File: src/rtl/bin_to_bcd_seq_pkg.sv
// Shared definitions for the sequential double-dabble binary-to-BCD converter:
// FSM encoding, a clog2 helper and the digit-count sufficiency check.
package bin_to_bcd_seq_pkg;

  typedef enum logic [1:0] {
    IDLE  = 2'd0,
    SHIFT = 2'd1,
    DONE  = 2'd2
  } state_t;

  function automatic int clog2(input int value);
    int r;
    r = 0;
    while ((1 << r) < value) r++;
    return r;
  endfunction

  // True when DIGITS decimal digits can hold the largest BIN_W-bit value.
  function automatic bit digits_ok(input int bin_w, input int digits);
    longint p;
    p = 1;
    for (int i = 0; i < digits; i++) p = p * 10;
    return p > ((longint'(1) << bin_w) - 1);
  endfunction

endpackage

File: src/rtl/dd_add3.sv
// One double-dabble digit correction: add 3 when the BCD digit is 5 or more.
module dd_add3 (
  input  logic [3:0] din,
  output logic [3:0] dout
);

  // Input digit is at most 9, so the 4-bit sum never exceeds 12.
  assign dout = (din >= 4'd5) ? din + 4'd3 : din;

endmodule

File: src/rtl/bin_to_bcd_seq.sv
// Sequential binary-to-BCD converter, one shift-and-add-3 step per clock,
// with a start/busy/done handshake.
module bin_to_bcd_seq
  import bin_to_bcd_seq_pkg::*;
#(
  parameter int BIN_W  = 8,
  parameter int DIGITS = 3
) (
  input  logic                  clk,
  input  logic                  rst,
  input  logic                  start,
  input  logic [BIN_W-1:0]      bin_in,
  output logic                  busy,
  output logic                  done,
  output logic [4*DIGITS-1:0]   bcd_out,
  output logic [1:0]            dbg_state
);

  localparam int CW = clog2(BIN_W + 1);
  localparam int BW = 4 * DIGITS;
  localparam int SW = BW + BIN_W;

  if (BIN_W < 2) begin : g_bad_width
    $error("bin_to_bcd_seq: BIN_W must be at least 2");
  end
  if (!digits_ok(BIN_W, DIGITS)) begin : g_bad_digits
    $error("bin_to_bcd_seq: DIGITS too small for BIN_W");
  end

  // Handshake: start is only looked at in IDLE; busy spans the SHIFT cycles;
  // done is a one-cycle pulse in DONE, and bcd_out holds until the next done.
  state_t          state;
  logic [SW-1:0]   shift_reg;
  logic [CW-1:0]   cnt;
  logic [BW-1:0]   bcd_adj;
  logic [SW-1:0]   corr;
  logic [SW-1:0]   shift_nxt;

  for (genvar g = 0; g < DIGITS; g++) begin : g_digit
    dd_add3 u_add3 (
      .din  (shift_reg[BIN_W + 4*g +: 4]),
      .dout (bcd_adj[4*g +: 4])
    );
  end

  assign corr      = {bcd_adj, shift_reg[BIN_W-1:0]};
  assign shift_nxt = corr << 1;
  assign dbg_state = state;

  always_ff @(posedge clk or posedge rst) begin
    if (rst) begin
      state     <= IDLE;
      shift_reg <= '0;
      cnt       <= '0;
      bcd_out   <= '0;
      busy      <= 1'b0;
      done      <= 1'b0;
    end else begin
      case (state)
        IDLE: begin
          done <= 1'b0;
          if (start) begin
            shift_reg <= {{BW{1'b0}}, bin_in};
            cnt       <= CW'(BIN_W);
            busy      <= 1'b1;
            state     <= SHIFT;
          end
        end
        SHIFT: begin
          shift_reg <= shift_nxt;
          cnt       <= cnt - CW'(1);
          if (cnt == CW'(1)) begin
            bcd_out <= shift_nxt[SW-1 -: BW];
            busy    <= 1'b0;
            done    <= 1'b1;
            state   <= DONE;
          end
        end
        DONE: begin
          done  <= 1'b0;
          state <= IDLE;
        end
        default: begin
          busy  <= 1'b0;
          done  <= 1'b0;
          state <= IDLE;
        end
      endcase
    end
  end

endmodule
File: config.mk
export PLATFORM = sky130hd
export DESIGN_NAME = bin_to_bcd_seq
export DESIGN_NICKNAME = d
export VERILOG_FILES = /design/src/rtl/bin_to_bcd_seq_pkg.sv /design/src/rtl/dd_add3.sv /design/src/rtl/bin_to_bcd_seq.sv
export SDC_FILE = /design/constraint.sdc
export NUM_CORES = 1
export LEC_CHECK = 0
export ABC_AREA = 1
export CAP_MARGIN = 30
export CORE_MARGIN = 3
export CORE_UTILIZATION = 49
export DETAILED_ROUTE_END_ITERATION = 16
export GPL_TIMING_DRIVEN = 0
export PLACE_DENSITY_LB_ADDON = 0.08
export SYNTH_ARGS = -nofsm -noshare
export SYNTH_HDL_FRONTEND = slang
export SYNTH_HIERARCHICAL = 1
export SYNTH_SLANG_ARGS = --single-unit
export TNS_END_PERCENT = 1
File: constraint.sdc
create_clock -name clk -period 1.1 [get_ports clk]
set_input_delay 0.11 -clock clk [delete_from_list [all_inputs] [get_ports clk]]
set_output_delay 0.11 -clock clk [all_outputs]
set_load 0.005 [all_outputs]
[Word level (Yosys, flattened, before mapping)]
Cells that the tools add are included.
Word-level totals
  register bits: 40
  input port bits: 11
  bits in writable memories: 0
  memory bits (read-only): 0
  bits in latches: 0
  logic and storage cells: 40
  memories: 0
Cells by class
  shifts and indexed selects: 0
  $mul: 0
  divide/modulo/power cells: 0
  reduce and logical (&&, ||, !) cells: 6
  muxes and demuxes: 15
  equal/unequal tests: 5
  $add $sub $neg: 4
  bitwise logic cells: 1
  $lt $le $gt $ge: 3
Operators with widths (number)
  20-bit case mux with 2 select lines: 1
  20-bit two-way mux: 1
  4-bit by 3-bit >= comparator with 1-bit output (second input constant): 3
  4-bit two-way mux: 3
  4-bit by 2-bit adder with 4-bit output (second input constant): 2
  4-bit case mux with 2 select lines: 1
  2-bit AND reduction: 3
  4-bit by 1-bit == test with 1-bit output (second input constant): 1
  1-bit two-way mux: 4
  2-bit two-way mux: 2
  2-bit != test (second input constant): 2
  2-bit case mux with 2 select lines: 1
  4-bit by 1-bit subtractor with 4-bit output (second input constant): 1
  3-bit by 2-bit adder with 3-bit output (second input constant): 1
  3-bit two-way mux: 1
  1-bit case mux with 3 select lines: 1
  3-bit AND reduction: 1
  2-bit by 1-bit == test with 1-bit output (second input constant): 1
  2-bit == test (second input constant): 1
  2-bit logical NOT: 1
  2-bit nonzero test: 1
  1-bit inverter: 1

[Logic depth before layout (Yosys ltp)]
Gate-level depths: netlist (run 1).
  depth in word-level cells: 3
  mapped depth: 9
  gate-level depth less buffers: 9

[By module]
Netlist (run 1), hierarchy kept.
Modules (own cells, without submodules)
  bin_to_bcd_seq: cells an instance 193, instances 1, area each 1702.9 um^2
  dd_add3: cells an instance 23, instances 3, area each 135.1 um^2

[Worst setup path after synthesis (run 1)]
No wires, ideal clock.
  path kind: flip-flop to flip-flop
  from: register shift_reg[8]
  to: register shift_reg[10]
  setup time: 0.117 ns
  required time: 0.983 ns
  arrival time: 1.086 ns
  clock period less this slack: 1.203 ns
  cell stages (with the launch flop): 9
  slack: -0.103 ns
  path through: dfrtp_1 > inv_1 > ha_1 > nor2_4 > nor2_4 > nand2_1 > o21ai_2 > nand2_1 > nand2_1
On the way
  cells in the longest elaborated chain, start to end: 3
  elaborated cells between the ends (all ways): 4
RTL lines
  start, declared: RTL line bin_to_bcd_seq.sv:33  | logic [SW-1:0] shift_reg;
  start signal, assigned: RTL line bin_to_bcd_seq.sv:63  | shift_reg <= {{BW{1'b0}}, bin_in};
  start signal, assigned: RTL line bin_to_bcd_seq.sv:70  | shift_reg <= shift_nxt;
  4-bit by 2-bit adder with 4-bit output / 4-bit by 3-bit >= comparator with 1-bit output (equally long branches): RTL line dd_add3.sv:8  | assign dout = (din >= 4'd5) ? din + 4'd3 : din;
  4-bit two-way mux (*): RTL line dd_add3.sv:8
  via bcd_adj[1]: RTL line bin_to_bcd_seq.sv:35  | logic [BW-1:0] bcd_adj;
  20-bit case mux with 2 select lines (*): RTL line bin_to_bcd_seq.sv:59  | case (state)
Mark *: on every way through the listed nets, which the timed path passes. The rest lies on a longest branch.
A chain may end at the register's enable or synchronous reset.

[Worst setup path after layout (run 1)]
  from: register shift_reg[9]
  to: register bcd_out[2]
On the way
  cells in the longest elaborated chain, start to end: 2
  elaborated cells between the ends (all ways): 3
RTL lines
  4-bit by 2-bit adder with 4-bit output / 4-bit by 3-bit >= comparator with 1-bit output (equally long branches): RTL line dd_add3.sv:8
  4-bit two-way mux (*): RTL line dd_add3.sv:8
  via bcd_adj[1]: RTL line bin_to_bcd_seq.sv:35
  end signal, assigned: RTL line bin_to_bcd_seq.sv:73  | bcd_out <= shift_nxt[SW-1 -: BW];
  end, declared: RTL line bin_to_bcd_seq.sv:15  | output logic [4*DIGITS-1:0] bcd_out,
Marked as above.

==> results.toml, run 1 <==
[status]
result_of_the_run = "finished with violations"
failed_checks = "setup timing"

[placed_design]
port-buffer-count = 26
gpl.final_weighted_congestion = 0.8099
hpwl_um = 2820
dpl_cell_area_um2 = 2450

[global_route]
grt_max_degree = 41
first_global_vias = 1597
gr-total-overflow = 0
grt_antenna_before_repair = 0
grtUsageTotal = 0.1749
grt_first_pass_wirelength_um = 7031

[pwr]
total_power_consumption_mw = 7.359
max-vdd-ir-drop_v = 0.001696
pwr_density_cell_nw_per_um2 = 2777
leakage_nw = 1.370

[floorplan]
num_rows = 23
io_pins = 27
initial_utilization = 0.5131
core_um2 = 4058
chipHeight_um = 71.19
fp.dieArea_um2 = 5067
die_w_um = 71.19

[cells_and_area]
n_antenna_cell = 0
final_cell_mix = "103 x nand2_1, 38 x dfrtp_1, 15 x inv_1, 14 x dlygate4sd2_1, 13 x o21ai_0"
post-route-cell-area_um2 = 2650
post_route_cells_drive_above_1_share = 0.2381
design.final.nets = 312
area_delta_synth_final_pct = 27.28
finalCoreUtilization = 0.6531
largest_register_ffs = 20
most_common_library_cell_in_the_layout_ignoring_fill_and_taps = "nand2_1"

[timing]
layout_min_cycle_time_ns = 1.286
worst_clock_skew_ns = 0.006668
postLayoutSetupSlackWorst_ns = -0.1856
tightestPinTransition_ns = 0.8129
max_freq_mhz = 777.9
setup_viol_count_final = 34
hold_viol_final = 0
slew_headroom = 0.4573
slew_violations = 0
setup_total_negative_slack_ns = -3.458
rsz0062_at_grt = "true"
fin_crit_sh = 1.169
finalHoldWorstSlack_ns = 0.2937

[clock_network]
clock_tree_from_tritoncts = "done"
numCtsBuffers = 5
clockBufferDepth = 2
ctsRootBufferMaster = "clkbuf_8"
clkSinkCount = 40
worst_setup_hold_path_clk_slew_ns = 0.08
postCtsHoldBufs = 0
insertion_delay_ns = 0.29
htree_num_levels = 2

[worst_setup_path]
timing.critical_path.max_delay_family = "flip-flops"
cp_max_fo = 4
critical_path_class = "reg2reg"
timing.critical_path.buf_inv = 2
timing.critical_path.slowest_cell_delay_ns = 0.41
cell_chain_of_the_critical_path = "inv_2 -> buf_12 -> ha_4 -> nor2_4 -> nor2_4 -> nand2_2 -> o21ai_2 -> nand2_1 -> nand2_1"
endpoint_kind = "flop"
cp_slowest_cell = "dfrtp_1"
critical_path_required_ns = 1.28
critPathLaunchType = "flop"
worstPathArrival_ns = 1.47
timing.critical_path.from = "shift_reg[9]$_DFFE_PP0P_"
timing.rr.start = "shift_reg[9]$_DFFE_PP0P_"

[route]
dr_total_vias = 1674
post_drt_via_cell_ratio = 4.866
wl_per_cell_um = 11.70
post-route-drc-count = 0
drtIter0Drc = 106
drt_wl_total_um = 4026
detail-route-antenna-nets = 0
drt_first_pass_iters = 4

[job]
max_cap_violations = 0

[synthesis]
ys_warn_count = 6
netlist_instances = 257
mappedNetlistArea_um2 = 2082
syn_nets = 276
syn_area_per_cell_um2 = 8.101

[min_path]
hold_class = "in2async"
==> report_power, final <==
part           switching [mW]  internal (mW)
logic                    2.07           1.66
clock network           0.503          0.501
registers               0.494           2.13
==> worst paths after layout <==
| kind | depth (start not counted) | slack (ns) | end |
|---|---|---|---|
| min in group clk | 3 | 0.37 | shift_reg[0]$_DFFE_PP0P_ |
| worst max register to register | 9 | -0.19 | bcd_out[2]$_DFFE_PP0P_ |
| max in group asynchronous | 2 | 0.24 | cnt[0]$_DFFE_PP0P_ |
| worst max-delay path | 9 | -0.19 | bcd_out[2]$_DFFE_PP0P_ |
| worst min register to register | 2 | 0.47 | bcd_out[1]$_DFFE_PP0P_ |
| worst min-delay path | 2 | 0.29 | shift_reg[7]$_DFFE_PP0P_ |
==> routing by layer <==
metal | track usage | vias up | share of wire
met4 | 0.05637 | 0 | 0.0079
met1 | 0.2138 | 779 | 0.46
met5 | 0 | - | 0
li1 | - | 862 | -
met2 | 0.2959 | 29 | 0.50
met3 | 0.05114 | 4 | 0.032
==> worst register-to-register path, delay by kind of cell, from the launching register on <==
kind	cells	cell delay, ns
buffers and inverters	2	0.21
AOI/OAI and AO/OA	1	0.05
and+or+nand+nor	5	0.36
DFF	1	0.41
adders and majority gates	1	0.16
==> final cells by class <==
type / instances / area, µm²
fillers: 363 / 1408
multi-input cells: 181 / 1022
flip-flops and latches: 40 / 1003
repair buffers: 29 / 281.5
inverters: 30 / 120.1
clock buffers: 6 / 82.58
plain buffers: 6 / 67.56
well taps: 50 / 62.56
clock inverters: 2 / 10.01
==> metrics by stage <==
step / setup WS [ns] / std cells
2_1_floorplan: -0.05110 / 257
3_3_place_gp: -0.8000 / 333
3_5_place_dp: -0.2289 / 333
4_1_cts: -0.1550 / 342
5_1_grt: -0.2835 / 344
6_report: -0.1856 / 344
==> repair_timing <==
action | 4_1_cts | 5_1_grt
pin swaps | 2 | 11
endpoints found under the hold margin | 0 | 0
setup endpoints to repair | 49 | 42
buffers inserted | 1 | 2
gates resized for setup | 26 | 23
Power figures use the tool's default switching activity.
==> inputs of run 2 (changes only) <==
TNS_END_PERCENT = 100   (was 1)
==> results.toml, run 2 (same netlist as run 1, synthesis figures left out) <==
[clock_network]
clock_tree_from_tritoncts = "done"
ctsRootBufferMaster = "clkbuf_8"
clockBufferDepth = 2
insertion_delay_ns = 0.29
htree_num_levels = 2
clkSinkCount = 40
numCtsBuffers = 5
postCtsHoldBufs = 0
worst_setup_hold_path_clk_slew_ns = 0.08

[cells_and_area]
post-route-cell-area_um2 = 3107
n_antenna_cell = 0
final_cells = 374
design.final.nets = 342
most_common_library_cell_in_the_layout_ignoring_fill_and_taps = "nand2_1"
largest_register_ffs = 20
final_cell_mix = "80 x nand2_1, 36 x dfrtp_1, 29 x nand2_2, 23 x buf_4, 14 x inv_2"
num-fill-cells = 277
post_route_cells_drive_above_1_share = 0.4414
area_delta_synth_final_pct = 49.22

[timing]
setup_viol_count_final = 36
hold_viol_final = 0
layout_min_cycle_time_ns = 1.264
max_freq_mhz = 790.8
slew_headroom = 0.4368
slew_violations = 0
postLayoutSetupSlackWorst_ns = -0.1645
tightestPinTransition_ns = 0.8436
finalHoldWorstSlack_ns = 0.3051
rsz0062_at_grt = "true"
fin_crit_sh = 1.150
worst_clock_skew_ns = 0.008081

[route]
dr_total_vias = 1854
post-route-drc-count = 0
drtIter0Drc = 82
drt_wl_total_um = 5091
wl_per_cell_um = 13.61
detail-route-antenna-nets = 0
post_drt_via_cell_ratio = 4.957
drt_first_pass_iters = 4

[job]
max_cap_violations = 0

[pwr]
leakage_nw = 1.580
pwr_density_cell_nw_per_um2 = 2840
max-vdd-ir-drop_v = 0.001713

[placed_design]
gpl.final_weighted_congestion = 0.7916
dpl_cell_area_um2 = 2460
dp.cells = 333
hpwl_um = 2824
port-buffer-count = 26

[worst_setup_path]
timing.rr.start = "dbg_state[1]$_DFFE_PP0P_"
critical_path_class = "reg2reg"
setup.reg_to_reg.worst_slack_ns = -0.16
timing.reg2reg.worst_path_depth = 7
timing.critical_path.from = "dbg_state[1]$_DFFE_PP0P_"
endpoint_kind = "flop"
crit-reg2reg-capture = "bcd_out[9]$_DFFE_PP0P_"
critPathLaunchType = "flop"
cp_max_fo = 5
worstPathArrival_ns = 1.45
timing.critical_path.to = "bcd_out[9]$_DFFE_PP0P_"
critical_path_required_ns = 1.29

[global_route]
first_global_vias = 1762
grt_max_degree = 41
grtUsageTotal = 0.2005
grt_antenna_before_repair = 0
gr-total-overflow = 0
grt_first_pass_wirelength_um = 8004

[status]
result_of_the_run = "finished with violations"
failed_checks = "setup timing"

[floorplan]
fp.dieArea_um2 = 5067
initial_utilization = 0.5131
io_pins = 27
chipHeight_um = 71.19
core_um2 = 4058
num_rows = 23
die_w_um = 71.19

[min_path]
hold_class = "in2async"
[run 2: cell types whose count changed in the layout (fill, tap and decap cells not counted), sizes merged]
cell         change
clkbuf           +3
buf             +29
dlygate4sd2      -2
[run 2: critical path: stages, from the launching register on]
cell and delay (ns):
dfrtp_1 0.40, inv_2 0.14, nand2_8 0.11, nor2_8 0.18
inv_4 0.07, clkbuf_16 0.16, nand2_2 0.05, nand2_1 0.04
[run 2: where the power goes]
part	internal (mW)	leakage, nW	switching (mW)
Sequential	2.14	0.501	0.582
Clock	0.501	0.0510	0.525
Combinational	2.47	1.03	2.61
[run 2: repair_timing]
action | CTS | global route
setup buffers | 26 | 7
resized for setup | 47 | 69
endpoints found under the setup margin | 52 | 39
pin swaps | 30 | 35
cloned | 2 | 1
[run 2: final cells by class]
cell class	instances	area (µm²)	share of cell area
flip-flops and latches	40	1006	0.3238
well taps	50	62.56	0.02014
repair buffers	59	543.0	0.1748
inverters	30	125.1	0.04027
plain buffers	6	75.07	0.02416
clock buffers	6	82.58	0.02658
clock inverters	2	10.01	0.003222
multi-input cells	181	1202	0.3870
[run 2: through the flow]
stage	TNS, ns	util	total power [mW]	worst slack (ns)
floorplan	-0.6070	-	5.062	-0.04417
global placement	-37.49	0.6062	6.086	-0.7990
detailed placement	-9.775	0.6062	6.179	-0.2294
CTS	-3.150	0.6984	7.876	-0.1467
global route	-6.651	0.7656	9.484	-0.2482
finish	-4.594	0.7656	8.822	-0.1645
[run 2: worst min-delay path by stage]
stage / slack (ns) / endpoint / from / depth (start not counted)
floorplan: 0.25 / shift_reg[0]$_DFFE_PP0P_ / bin_in[0] / 2
global placement: 0.45 / bcd_out[8]$_DFFE_PP0P_ / bcd_out[8]$_DFFE_PP0P_ / 2
detailed placement: 0.46 / bcd_out[11]$_DFFE_PP0P_ / bcd_out[11]$_DFFE_PP0P_ / 2
CTS: 0.33 / shift_reg[16]$_DFFE_PP0P_ / rst / 2
global route: 0.37 / shift_reg[9]$_DFFE_PP0P_ / rst / 2
finish: 0.31 / shift_reg[9]$_DFFE_PP0P_ / rst / 2
[run 2: routing by layer]
metal | GRT usage | share of wire | up-vias
met4 | 0.06889 | 0.014 | 0
met5 | 0 | 0 | -
li1 | - | - | 923
met2 | 0.3469 | 0.54 | 37
met3 | 0.04261 | 0.028 | 8
met1 | 0.2468 | 0.41 | 886
==> inputs of run 3 (changes only) <==
ABC_CLOCK_PERIOD_IN_PS = 1100   (was default)
CORE_UTILIZATION = 56   (was 49)
DONT_BUFFER_PORTS = 1   (was default)
==> results.toml, run 3 (same netlist as run 1, synthesis figures left out) <==
[timing]
worst_clock_skew_ns = 0.009992
fin_crit_sh = 1.149
setup_total_negative_slack_ns = -4.113
rsz0062_at_grt = "true"
tightestPinTransition_ns = 0.6874
slew_headroom = 0.5412
layout_min_cycle_time_ns = 1.264
postLayoutSetupSlackWorst_ns = -0.1644
slew_violations = 0
setup_viol_count_final = 36
hold_viol_final = 0
max_freq_mhz = 790.9

[cells_and_area]
final_cell_mix = "68 x nand2_1, 40 x nand2_2, 36 x dfrtp_1, 16 x buf_4, 14 x inv_1"
n_antenna_cell = 0
num-fill-cells = 190
most_common_library_cell_in_the_layout_ignoring_fill_and_taps = "nand2_1"
largest_register_ffs = 20
area_delta_synth_final_pct = 40.14
final_cells = 339
design.final.nets = 311
post_route_cells_drive_above_1_share = 0.4949

[route]
post_drt_via_cell_ratio = 5.333
dr_total_vias = 1808
drt_first_pass_iters = 4
post-route-drc-count = 0
drtIter0Drc = 161
wl_per_cell_um = 15.43
drt_wl_total_um = 5230
detail-route-antenna-nets = 0

[clock_network]
insertion_delay_ns = 0.30
ctsRootBufferMaster = "clkbuf_8"
numCtsBuffers = 5
htree_num_levels = 2
worst_setup_hold_path_clk_slew_ns = 0.08
clkSinkCount = 40
clock_tree_from_tritoncts = "done"
clockBufferDepth = 2

[global_route]
gr-total-overflow = 0
grt_max_degree = 41
grt_first_pass_wirelength_um = 7458
grtUsageTotal = 0.2237
grt_antenna_before_repair = 0
first_global_vias = 1657

[min_path]
hold_class = "in2reg"

[worst_setup_path]
timing.critical_path.to = "shift_reg[18]$_DFFE_PP0P_"
endpoint_kind = "flop"
critical_path_class = "reg2reg"
cp_max_fo = 3
setup.reg_to_reg.worst_slack_ns = -0.16
critPathLaunchType = "flop"
crit-reg2reg-capture = "shift_reg[18]$_DFFE_PP0P_"
timing.critical_path.from = "shift_reg[16]$_DFFE_PP0P_"
timing.reg2reg.worst_path_depth = 8
worstPathArrival_ns = 1.45
timing.rr.start = "shift_reg[16]$_DFFE_PP0P_"
critical_path_required_ns = 1.28

[job]
max_cap_violations = 0

[pwr]
leakage_nw = 1.434
max-vdd-ir-drop_v = 0.002179
pwr_density_cell_nw_per_um2 = 2968

[placed_design]
gpl.final_weighted_congestion = 0.8450
hpwl_um = 2805
dp.cells = 303
port-buffer-count = 0

[floorplan]
fp.dieArea_um2 = 4486
core_um2 = 3468
num_rows = 21
chipHeight_um = 66.98
die_w_um = 66.98
initial_utilization = 0.6003
io_pins = 27

[status]
failed_checks = "setup timing"
result_of_the_run = "finished with violations"
-- run 3: timing repair --
| action | CTS | global route |
|---|---|---|
| resized for setup | 31 | 84 |
| hold buffers | 4 | 1 |
| endpoints found under the setup margin | 36 | 38 |
| gates cloned | 2 | 1 |
| pin swaps | 17 | 42 |
| endpoints found under the hold margin | 42 | 1 |
| setup buffers | 15 | 7 |
-- run 3: through the flow --
step | cell area (µm²) | util | power (mW) | worst slack (ns) | hold WS (ns)
after detailed placement | 2195 | 0.6328 | 5.704 | -0.1667 | 0.1941
final | 2918 | 0.8413 | 8.660 | -0.1644 | 0.07819
after global placement | 2195 | 0.6328 | 5.603 | -0.3397 | 0.2545
after CTS | 2556 | 0.7370 | 7.425 | -0.1430 | 0.01749
after floorplan | 2137 | - | 5.062 | -0.04417 | 0.2477
after global routing | 2918 | 0.8413 | 9.270 | -0.2538 | 0.09711
-- run 3: how the worst min path moves through the flow --
stage,startpoint,endpoint,slack (ns),cells after the start
5_1_grt,bin_in[3],shift_reg[3]$_DFFE_PP0P_,0.1,4
6_report,bin_in[3],shift_reg[3]$_DFFE_PP0P_,0.08,4
4_1_cts,start,dbg_state[0]$_DFFE_PP0P_,0.02,2
3_5_place_dp,rst,bcd_out[0]$_DFFE_PP0P_,0.19,1
2_1_floorplan,bin_in[0],shift_reg[0]$_DFFE_PP0P_,0.25,2
3_3_place_gp,bin_in[0],shift_reg[0]$_DFFE_PP0P_,0.25,2
-- run 3: where the power goes --
group | switching [mW] | internal (mW)
clock | 0.523 | 0.501
sequential | 0.714 | 2.14
combinational | 2.62 | 2.16
total | 3.86 | 4.80
-- run 3: layer usage --
| layer | global-route usage | wire, µm | up-vias |
|---|---|---|---|
| li1 | - | - | 860 |
| met1 | 0.2613 | 2071 | 886 |
| met2 | 0.3936 | 2853 | 51 |
| met3 | 0.05565 | 202 | 11 |
| met4 | 0.08101 | 103 | 0 |
| met5 | 0 | 0 | - |
-- run 3: critical path, cell delays in order, from the launching register on --
cell	delay (ns)
dfrtp_1	0.45
inv_2	0.08
ha_4	0.18
nor2_4	0.16
nor2_4	0.07
nand2_2	0.06
o21ai_2	0.06
nand2_1	0.06
nand2_1	0.05
-- run 3: layout make-up --
cell class / count / area [µm²] / share of cell area
Timing Repair Buffer: 28 / 280.3 / 0.09605
Sequential cell: 40 / 1006 / 0.3448
Clock inverter: 2 / 10.01 / 0.003431
Clock buffer: 6 / 82.58 / 0.02830
Multi-Input combinational cell: 181 / 1269 / 0.4348
Tap cell: 46 / 57.56 / 0.01973
Buffer: 6 / 78.83 / 0.02702
Inverter: 30 / 133.9 / 0.04588
